<file path="src/rtl/uart_pkg.sv">
// Shared types and constants for the memory-mapped UART.
// Status register layout and serialiser states.
package uart_pkg;

  typedef enum logic [1:0] {
    IDLE,
    START,
    DATA,
    STOP
  } uart_state_t;

  localparam int ST_FULL    = 0;
  localparam int ST_EMPTY   = 1;
  localparam int ST_BUSY    = 2;
  localparam int ST_OVF     = 3;
  localparam int ST_CNT_LSB = 8;
  localparam int ST_DIV_LSB = 32;

  localparam int DIV_MIN = 2;

endpackage

</file>
<file path="src/rtl/sync_fifo.sv">
// Single-clock show-ahead FIFO with occupancy count.
// A push into a full FIFO is accepted only alongside a pop.
module sync_fifo #(
  parameter int WIDTH = 8,
  parameter int DEPTH = 16
) (
  input  logic                     clk,
  input  logic                     rst,
  input  logic                     push,
  input  logic                     pop,
  input  logic [WIDTH-1:0]         din,
  output logic [WIDTH-1:0]         dout,
  output logic                     full,
  output logic                     empty,
  output logic [$clog2(DEPTH):0]   count
);

  localparam int AW = $clog2(DEPTH);
  localparam int CW = AW + 1;

  logic [WIDTH-1:0] mem [DEPTH];
  logic [AW-1:0]    wr_ptr;
  logic [AW-1:0]    rd_ptr;
  logic             do_push;
  logic             do_pop;

  assign full    = (count == CW'(DEPTH));
  assign empty   = (count == '0);
  assign do_pop  = pop && !empty;
  assign do_push = push && (!full || do_pop);
  assign dout    = mem[rd_ptr];

  always_ff @(posedge clk) begin
    if (do_push) begin
      mem[wr_ptr] <= din;
    end
  end

  always_ff @(posedge clk) begin
    if (rst) begin
      wr_ptr <= '0;
      rd_ptr <= '0;
      count  <= '0;
    end else begin
      if (do_push) begin
        wr_ptr <= wr_ptr + AW'(1);
      end
      if (do_pop) begin
        rd_ptr <= rd_ptr + AW'(1);
      end
      unique case ({do_push, do_pop})
        2'b10:   count <= count + CW'(1);
        2'b01:   count <= count - CW'(1);
        default: count <= count;
      endcase
    end
  end

endmodule

</file>
<file path="src/rtl/sram_uart_tx.sv">
// SRAM-port UART transmitter: FIFO-buffered 8N1, LSB first.
// One 64-bit status/control register behind the crossbar.
module sram_uart_tx
  import uart_pkg::*;
#(
  parameter int          LEN_ADDR   = 64,
  parameter int          LEN_DATA   = 64,
  parameter int          FIFO_DEPTH = 16,
  parameter logic [31:0] DIV_RESET  = 32'd868
) (
  input  logic                clk,
  input  logic                rst,
  input  logic [LEN_ADDR-1:0] addra,
  input  logic [63:0]         dina,
  output logic [63:0]         douta,
  input  logic                ena,
  input  logic [7:0]          wea,
  output logic                txd,
  output logic                tx_busy
);

  localparam int CW = $clog2(FIFO_DEPTH) + 1;

  logic          push;
  logic          pop;
  logic [7:0]    f_dout;
  logic          f_full;
  logic          f_empty;
  logic [CW-1:0] f_count;

  logic          ovf;
  logic          ovf_set;
  logic          ovf_clr;
  logic [31:0]   div_reg;
  logic [31:0]   eff_div;
  logic [63:0]   status;

  uart_state_t   state, state_n;
  logic [31:0]   baud_cnt, baud_n;
  logic [2:0]    bit_idx, idx_n;
  logic [7:0]    shreg, shreg_n;
  logic [31:0]   div_lat, div_n;
  logic          txd_n;
  logic          load;

  logic          unused_bits;
  assign unused_bits = ^{addra, dina[31:9], wea[3:2]};

  assign push    = ena && wea[0];
  assign ovf_set = push && f_full && !pop;
  assign ovf_clr = ena && wea[1] && dina[8];
  assign eff_div = (div_reg < 32'(DIV_MIN)) ? 32'(DIV_MIN) : div_reg;

  sync_fifo #(
    .WIDTH (8),
    .DEPTH (FIFO_DEPTH)
  ) u_fifo (
    .clk   (clk),
    .rst   (rst),
    .push  (push),
    .pop   (pop),
    .din   (dina[7:0]),
    .dout  (f_dout),
    .full  (f_full),
    .empty (f_empty),
    .count (f_count)
  );

  always_comb begin
    status                      = '0;
    status[ST_FULL]             = f_full;
    status[ST_EMPTY]            = f_empty;
    status[ST_BUSY]             = (state != IDLE);
    status[ST_OVF]              = ovf;
    status[ST_CNT_LSB +: CW]    = f_count;
    status[ST_DIV_LSB +: 32]    = div_reg;
  end

  always_ff @(posedge clk) begin
    if (rst) begin
      douta   <= '0;
      ovf     <= 1'b0;
      div_reg <= DIV_RESET;
    end else begin
      if (ena) begin
        douta <= status;
      end
      if (ovf_set) begin
        ovf <= 1'b1;
      end else if (ovf_clr) begin
        ovf <= 1'b0;
      end
      if (ena && (&wea[7:4])) begin
        div_reg <= dina[63:32];
      end
    end
  end

  // A new frame may start from IDLE or straight out of STOP
  always_comb begin
    state_n = state;
    baud_n  = baud_cnt;
    idx_n   = bit_idx;
    shreg_n = shreg;
    div_n   = div_lat;
    pop     = 1'b0;
    load    = 1'b0;
    unique case (state)
      IDLE: begin
        load = !f_empty;
      end
      START: begin
        if (baud_cnt == '0) begin
          state_n = DATA;
          idx_n   = 3'd0;
          baud_n  = div_lat - 32'd1;
        end else begin
          baud_n  = baud_cnt - 32'd1;
        end
      end
      DATA: begin
        if (baud_cnt == '0) begin
          baud_n = div_lat - 32'd1;
          if (bit_idx == 3'd7) begin
            state_n = STOP;
          end else begin
            idx_n = bit_idx + 3'd1;
          end
        end else begin
          baud_n = baud_cnt - 32'd1;
        end
      end
      STOP: begin
        if (baud_cnt == '0) begin
          load    = !f_empty;
          state_n = IDLE;
        end else begin
          baud_n  = baud_cnt - 32'd1;
        end
      end
      default: state_n = IDLE;
    endcase
    if (load) begin
      pop     = 1'b1;
      shreg_n = f_dout;
      div_n   = eff_div;
      baud_n  = eff_div - 32'd1;
      state_n = START;
    end
  end

  always_comb begin
    txd_n = 1'b1;
    unique case (state_n)
      START:   txd_n = 1'b0;
      DATA:    txd_n = shreg_n[idx_n];
      default: txd_n = 1'b1;
    endcase
  end

  always_ff @(posedge clk) begin
    if (rst) begin
      state    <= IDLE;
      baud_cnt <= '0;
      bit_idx  <= '0;
      shreg    <= '0;
      div_lat  <= DIV_RESET;
      txd      <= 1'b1;
      tx_busy  <= 1'b0;
    end else begin
      state    <= state_n;
      baud_cnt <= baud_n;
      bit_idx  <= idx_n;
      shreg    <= shreg_n;
      div_lat  <= div_n;
      txd      <= txd_n;
      tx_busy  <= (state_n != IDLE);
    end
  end

endmodule

</file>
<file path="config.mk">
export PLATFORM = sky130hd
export DESIGN_NAME = sram_uart_tx
export DESIGN_NICKNAME = d
export VERILOG_FILES = /design/src/rtl/uart_pkg.sv /design/src/rtl/sync_fifo.sv /design/src/rtl/sram_uart_tx.sv
export SDC_FILE = /design/constraint.sdc
export NUM_CORES = 1
export LEC_CHECK = 0
export CELL_PAD_IN_SITES_DETAIL_PLACEMENT = 0
export CELL_PAD_IN_SITES_GLOBAL_PLACEMENT = 1
export CORE_MARGIN = 1.5
export CORE_UTILIZATION = 35
export DETAILED_ROUTE_END_ITERATION = 6
export PLACE_DENSITY = 0.69
export SKIP_CTS_REPAIR_TIMING = 1
export SYNTH_ARGS = -nofsm -noshare
export SYNTH_HDL_FRONTEND = slang
export SYNTH_SLANG_ARGS = --single-unit
</file>
<file path="constraint.sdc">
create_clock -name clk -period 4.52 [get_ports clk]
set_input_delay 0.904 -clock clk [delete_from_list [all_inputs] [get_ports clk]]
set_output_delay 0.904 -clock clk [all_outputs]
set_load 0.02 [all_outputs]
</file>
# After elaboration in Yosys (flattened, before gate mapping)

Memory sizes are Yosys's and may differ from the RTL's. A register that Yosys moved wholly into a read port is not among the register bits.
Cells that the tools add are included.

$add $sub $neg: 8
$lt $le $gt $ge: 2
Equal/unequal tests: 10
Multiplexer cells: 29
Reduce and logical (&&, ||, !) cells: 23

Operators by type and width:

| kind                  | count |
|---|---|
| $mux 32               | 4 |
| $sub 32x1->32 const B | 3 |
| $pmux 32 s2           | 1 |
| $logic_not 32->1      | 1 |
| $lt 32x2->1 const B   | 1 |
| $mux 2                | 5 |
| $pmux 5 s2            | 1 |
| $mux 3                | 3 |
| $add 4x1->4 const B   | 2 |
| $eq 2x2->1 const B    | 4 |
| $logic_and 1x1->1     | 8 |
| $mux 4                | 2 |
| $mux 8                | 1 |
| $reduce_bool 2->1     | 4 |
| $mux 1                | 7 |
| $eq 2x1->1 const B    | 3 |
| $pmux 2 s3            | 1 |
| $pmux 3 s2            | 1 |
| $add 5x1->5 const B   | 1 |
| $eq 5x5->1 const B    | 1 |
| $logic_not 5->1       | 1 |
| $sub 5x1->5 const B   | 1 |
| $lt 3x4->1 const B    | 1 |
| $pmux 1 s2            | 2 |
| 11 further kinds      | 13 |

Output and inout port bits: 66
Flip-flop bits (word level): 166
Input port bits: 139
Logic and storage cells: 86
Bits in writable memories: 128
Memories kept: 1

Memory list:

| name       | depth | width | rd ports | clocked after memory_dff | wr ports | line            | text |
|---|---|---|---|---|---|---|---|
| u_fifo.mem | 16    | 8     | 1        | 1                        | 1        | sync_fifo.sv:21 | `logic [WIDTH-1:0] mem [DEPTH];` |

# Logic depth before layout (Yosys ltp)

Depth after elaboration: 10
Depth in mapped cells: 14
Mapped depth without buffers: 13

# Cells and area by module

Synthesis repeated with hierarchy kept, for this count alone.

Cells, all modules: 1,360
Area total of the unflattened synthesis: 14,072.2 um^2

By module, submodules not included:

| module       | instances | seq. area each (um^2) | cells each | area each (um^2) |
|---|---|---|---|---|
| sram_uart_tx | 1         | 3,062.9               | 1,035      | 8,205.4 |
| sync_fifo    | 1         | 4,184.0               | 325        | 5,866.9 |

# Worst setup path after synthesis

OpenSTA, ideal clock, no wires.

Path type: flip-flop to flip-flop
From: register div_reg[19]
To: register baud_cnt[28]
Setup time: 0.103 ns
Stages on the path, launching flop included: 15
Arrival time: 3.107 ns
Path buffers: 2
Period minus slack after synthesis: 3.210 ns
Path slack: 1.310 ns
Data required time: 4.417 ns
Path through: dfxtp_1 clkbuf_1 or4_4 nor4_4 nand4_1 nand2_1 ha_1 nand3_1 or3_1 clkbuf_1 nor3_4 nand2_2 nor3_2 xnor2_1 a2111oi_2

Longest elaborated chain between the ends: 4

Ends and longest elaborated chain:

| element                | line                | text |
|---|---|---|
| start, declared        | sram_uart_tx.sv:34  | `logic [31:0] div_reg;` |
| start signal, assigned | sram_uart_tx.sv:94  | `div_reg <= dina[63:32];` |
| $lt 32x2->1            | sram_uart_tx.sv:52  | `assign eff_div = (div_reg < 32'(DIV_MIN)) ? 32'(DIV_MIN) : div_reg;` |
| $mux 32 (*)            | sram_uart_tx.sv:52  |  |
| $sub 32x1->32 (*)      | sram_uart_tx.sv:147 | `baud_n = eff_div - 32'd1;` |
| $mux 32 (*)            | sram_uart_tx.sv:143 | `if (load) begin` |
| end signal, assigned   | sram_uart_tx.sv:172 | `baud_cnt <= baud_n;` |
| end, declared          | sram_uart_tx.sv:39  | `logic [31:0] baud_cnt, baud_n;` |

Mark *: on every way between the ends. The rest lies on a longest branch, timed or not.
A chain may end at the register's enable or synchronous reset.

# Final worst setup path

From: register div_reg[10]
To: register baud_cnt[28]

Same word-level chain as after synthesis.

==> impl_metrics.json <==
{
  "status": "finished clean",
  "reg2reg_slack_ns": 0.61,
  "min-delay-start": "shreg[6]",
  "viasPerCell": 5.162,
  "period_minus_slack_ns": 3.906,
  "path_max_fanout": 8,
  "core_sq_mm": 0.03973,
  "clock_skew_ns": 0.02635,
  "final_area_sq_mm": 0.01670,
  "netlist-cell-type-count": 80,
  "ys_seq_area_share_pct": 51.49,
  "die_area_sq_mm": 0.04143,
  "whs_ns": 0.4664,
  "power_switching_w": 0.002964,
  "wl_per_cell_microns": 17.80,
  "htreeDepth": 2,
  "cts_buffer_depth": 3,
  "worstRegToRegCells": 12,
  "cts-root-buf": "clkbuf_16",
  "finalSetupViolCount": 0,
  "vias": 10280,
  "nets": 1600,
  "cts.clk_slew.worst_paths_ns": 0.06,
  "crit_type": "flip-flop to flip-flop",
  "dpl-instance-area_sq_mm": 0.01544,
  "cts_tree": "yes",
  "tns_ns": 0,
  "crit_start": "div_reg[10]",
  "cts_sinks": 298,
  "r2r-start": "div_reg[10]",
  "route.detailed.drc": 0,
  "cpPeakStageDelay_ns": 0.59,
  "critPathTopFamily": "simple AND/OR/NAND/NOR gates",
  "p_clk_share_pct": 34.7,
  "wl_met3_microns": 1584,
  "fmax_mhz": 256.0,
  "die_w_microns": 203.5,
  "path_cells": "or4_4 > nor4_1 > nand4_1 > nand2_1 > ha_1 > nand3_1 > or3_1 > nor3_4 > nand2_2 > nor3_2 > xnor2_1 > a2111oi_2",
  "path_depth": 12,
  "start_kind": "flip-flop",
  "top_layer": "met4",
  "initial_utilization_pct": 35.42,
  "end_kind": "flip-flop",
  "wirelength_microns": 35460,
  "final_cell_mix": "173 x nand2_1, 169 x dfxtp_1, 161 x nor2_1",
  "netlist_area_sq_mm": 0.01407,
  "worst_path_max_delay_cell": "or4_4",
  "drive_gt1_share_pct": 10.22,
  "drt_pass1_iterations": 5,
  "internal_power_w": 0.005834,
  "hpwl_microns": 23590,
  "largest_reg_flops": 128,
  "drt-met1-wl_microns": 17380,
  "die_h_microns": 203.5,
  "hold_violations": 0,
  "async_flop_share_pct": 0,
  "clock_latency_ns": 0.57,
  "met2_length_microns": 15780,
  "holdPathStages": 2,
  "crit_buf_inv": 0,
  "slew_violations": 0,
  "grt_usage_pct": 17.38,
  "ys.flop_type": "dfxtp_1",
  "worst_ep_arrival_time_ns": 4.38,
  "first_iter_violations": 740,
  "switching_share_pct": 33.69,
  "antenna_left": 0,
  "sequentialPowerShare_pct": 37.1,
  "peakVddDrop_v": 0.0002568,
  "reg_top3": "u_fifo.mem: 128 flops, douta: 41 flops",
  "synth_edf_count": 128,
  "top_register": "u_fifo.mem",
  "final_common_cell": "nand2_1",
  "combPwrFrac_pct": 28.3,
  "grt_pass1_wl_microns": 56260,
  "numCtsBuffers": 35,
  "areaGrowthSynthToFinish_pct": 18.68,
  "rsz0062_at_grt": "no",
  "hp-class": "flip-flop to flip-flop",
  "grt_max_degree": 91,
  "syn_area_per_cell_sq_um": 10.28,
  "final_core_util_pct": 42.04,
  "gp_congestion": 0.8303,
  "antenna_found_initial": 0,
  "syn_inst": 1369,
  "fin_crit_sh_pct": 86.43,
  "cap_violations": 0,
  "synth-seq-cells": 298,
  "power.leakage_nw": 5.809,
  "rows": 73,
  "synth-warning-count": 0,
  "required_ns": 4.99,
  "grt_pass1_vias": 9689,
  "io_buffers": 92,
  "antenna_cells": 0,
  "power.density_mw_per_mm2": 526.7,
  "max_slew_margin_pct": 41.54,
  "ioPinCount": 205,
  "worst_slew_pin_slew_ns": 0.8769,
  "gr-total-overflow": 0
}
==> power groups by stage <==
stage               logic [W]  registers, W  clock network [W]
floorplan             0.00185       0.00324                  0
global placement      0.00246       0.00331                  0
detailed placement    0.00249       0.00331                  0
CTS                   0.00249       0.00326            0.00312
global route          0.00275       0.00330            0.00322
finish                0.00249       0.00326            0.00305
==> cells in the mapped netlist, types with 3 or more instances <==
cell type    n  share of area (%)
nand2_1    174                4.6
and4_1       4               0.25
nand2b_1     5               0.22
buf_1        7               0.19
buf_4       25                1.3
clkbuf_1    50                1.3
o31ai_1      7               0.37
xor2_1      20                1.2
o41ai_1      3               0.19
nor3_2       4               0.28
nor4_1      22               0.98
a211oi_1    42                2.2
o31a_1       5               0.31
and2_1       5               0.22
inv_1       18               0.48
o22ai_1      7               0.31
and3_1       4               0.18
edfxtp_1   128                 27
ha_1        18                1.6
nor3b_1      3               0.16
dfxtp_1    170                 24
nor2_1     161                4.3
nor4_4       4               0.60
mux4_2      23                3.7
xnor2_1     48                3.0
a22oi_1     15               0.80
nand3_1     20               0.71
a21o_1       6               0.32
o21ai_0     30                1.1
or4_4        3               0.24
nand4_1     13               0.58
a221oi_1     6               0.37
buf_2       27               0.96
or4_1        6               0.32
a21oi_1     94                3.3
nand3b_1    13               0.69
nor2b_1      8               0.36
or3_1        9               0.40
mux2i_1     71                5.0
a221o_1      3               0.21
nor3_1      35                1.2
a41oi_1      3               0.19
==> cell families (layout without fill, tap and decap cells) <==
family,after synthesis,after routing,synth area share (%)
other cells,1,23,0.02664
mux,95,95,8.810
fa+ha+maj,19,19,1.742
compound gates,247,247,11.43
xor+xnor,69,69,4.347
simple gates,509,509,17.64
buf+inv,131,207,4.516
flops,298,298,51.49
==> path summary, 6_finish.rpt <==
path | to
min reg2reg | shreg[6]
min | shreg[6]
max reg2reg | baud_cnt[28]
max | baud_cnt[28]
==> routing by layer <==
| metal | track usage, % | vias to the layer above |
|---|---|---|
| li1 | - | 5050 |
| met1 | 25.43 | 4961 |
| met2 | 26.35 | 225 |
| met3 | 2.924 | 47 |
| met4 | 4.868 | 0 |
| met5 | 0 | - |
==> layout make-up <==
type	instances	area [sq um]
Timing Repair Buffer	126	1185
Clock inverter	17	305.3
Multi-Input combinational cell	962	6284
Fill cell	3805	23030
Tap cell	525	656.9
Sequential cell	298	7248
Inverter	19	71.32
Clock buffer	45	953.4
==> worst register-to-register path, stage by stage (launching register included) <==
cell and delay [ns]:
dfxtp_1 0.38, or4_4 0.59, nor4_1 0.59, nand4_1 0.27
nand2_1 0.17, ha_1 0.23, nand3_1 0.14, or3_1 0.44
nor3_4 0.27, nand2_2 0.14, nor3_2 0.14, xnor2_1 0.11
a2111oi_2 0.34
==> stage by stage <==
step	cells	setup slack (ns)	total power (W)
2_1_floorplan	1391	1.310	0.005087
3_3_place_gp	1930	0.6749	0.005767
3_5_place_dp	1930	0.6179	0.005801
4_1_cts	1992	0.5872	0.008871
5_1_grt	1992	0.3712	0.009270
6_report	1992	0.6135	0.008797
No activity file was read; power rests on OpenSTA's default activity.
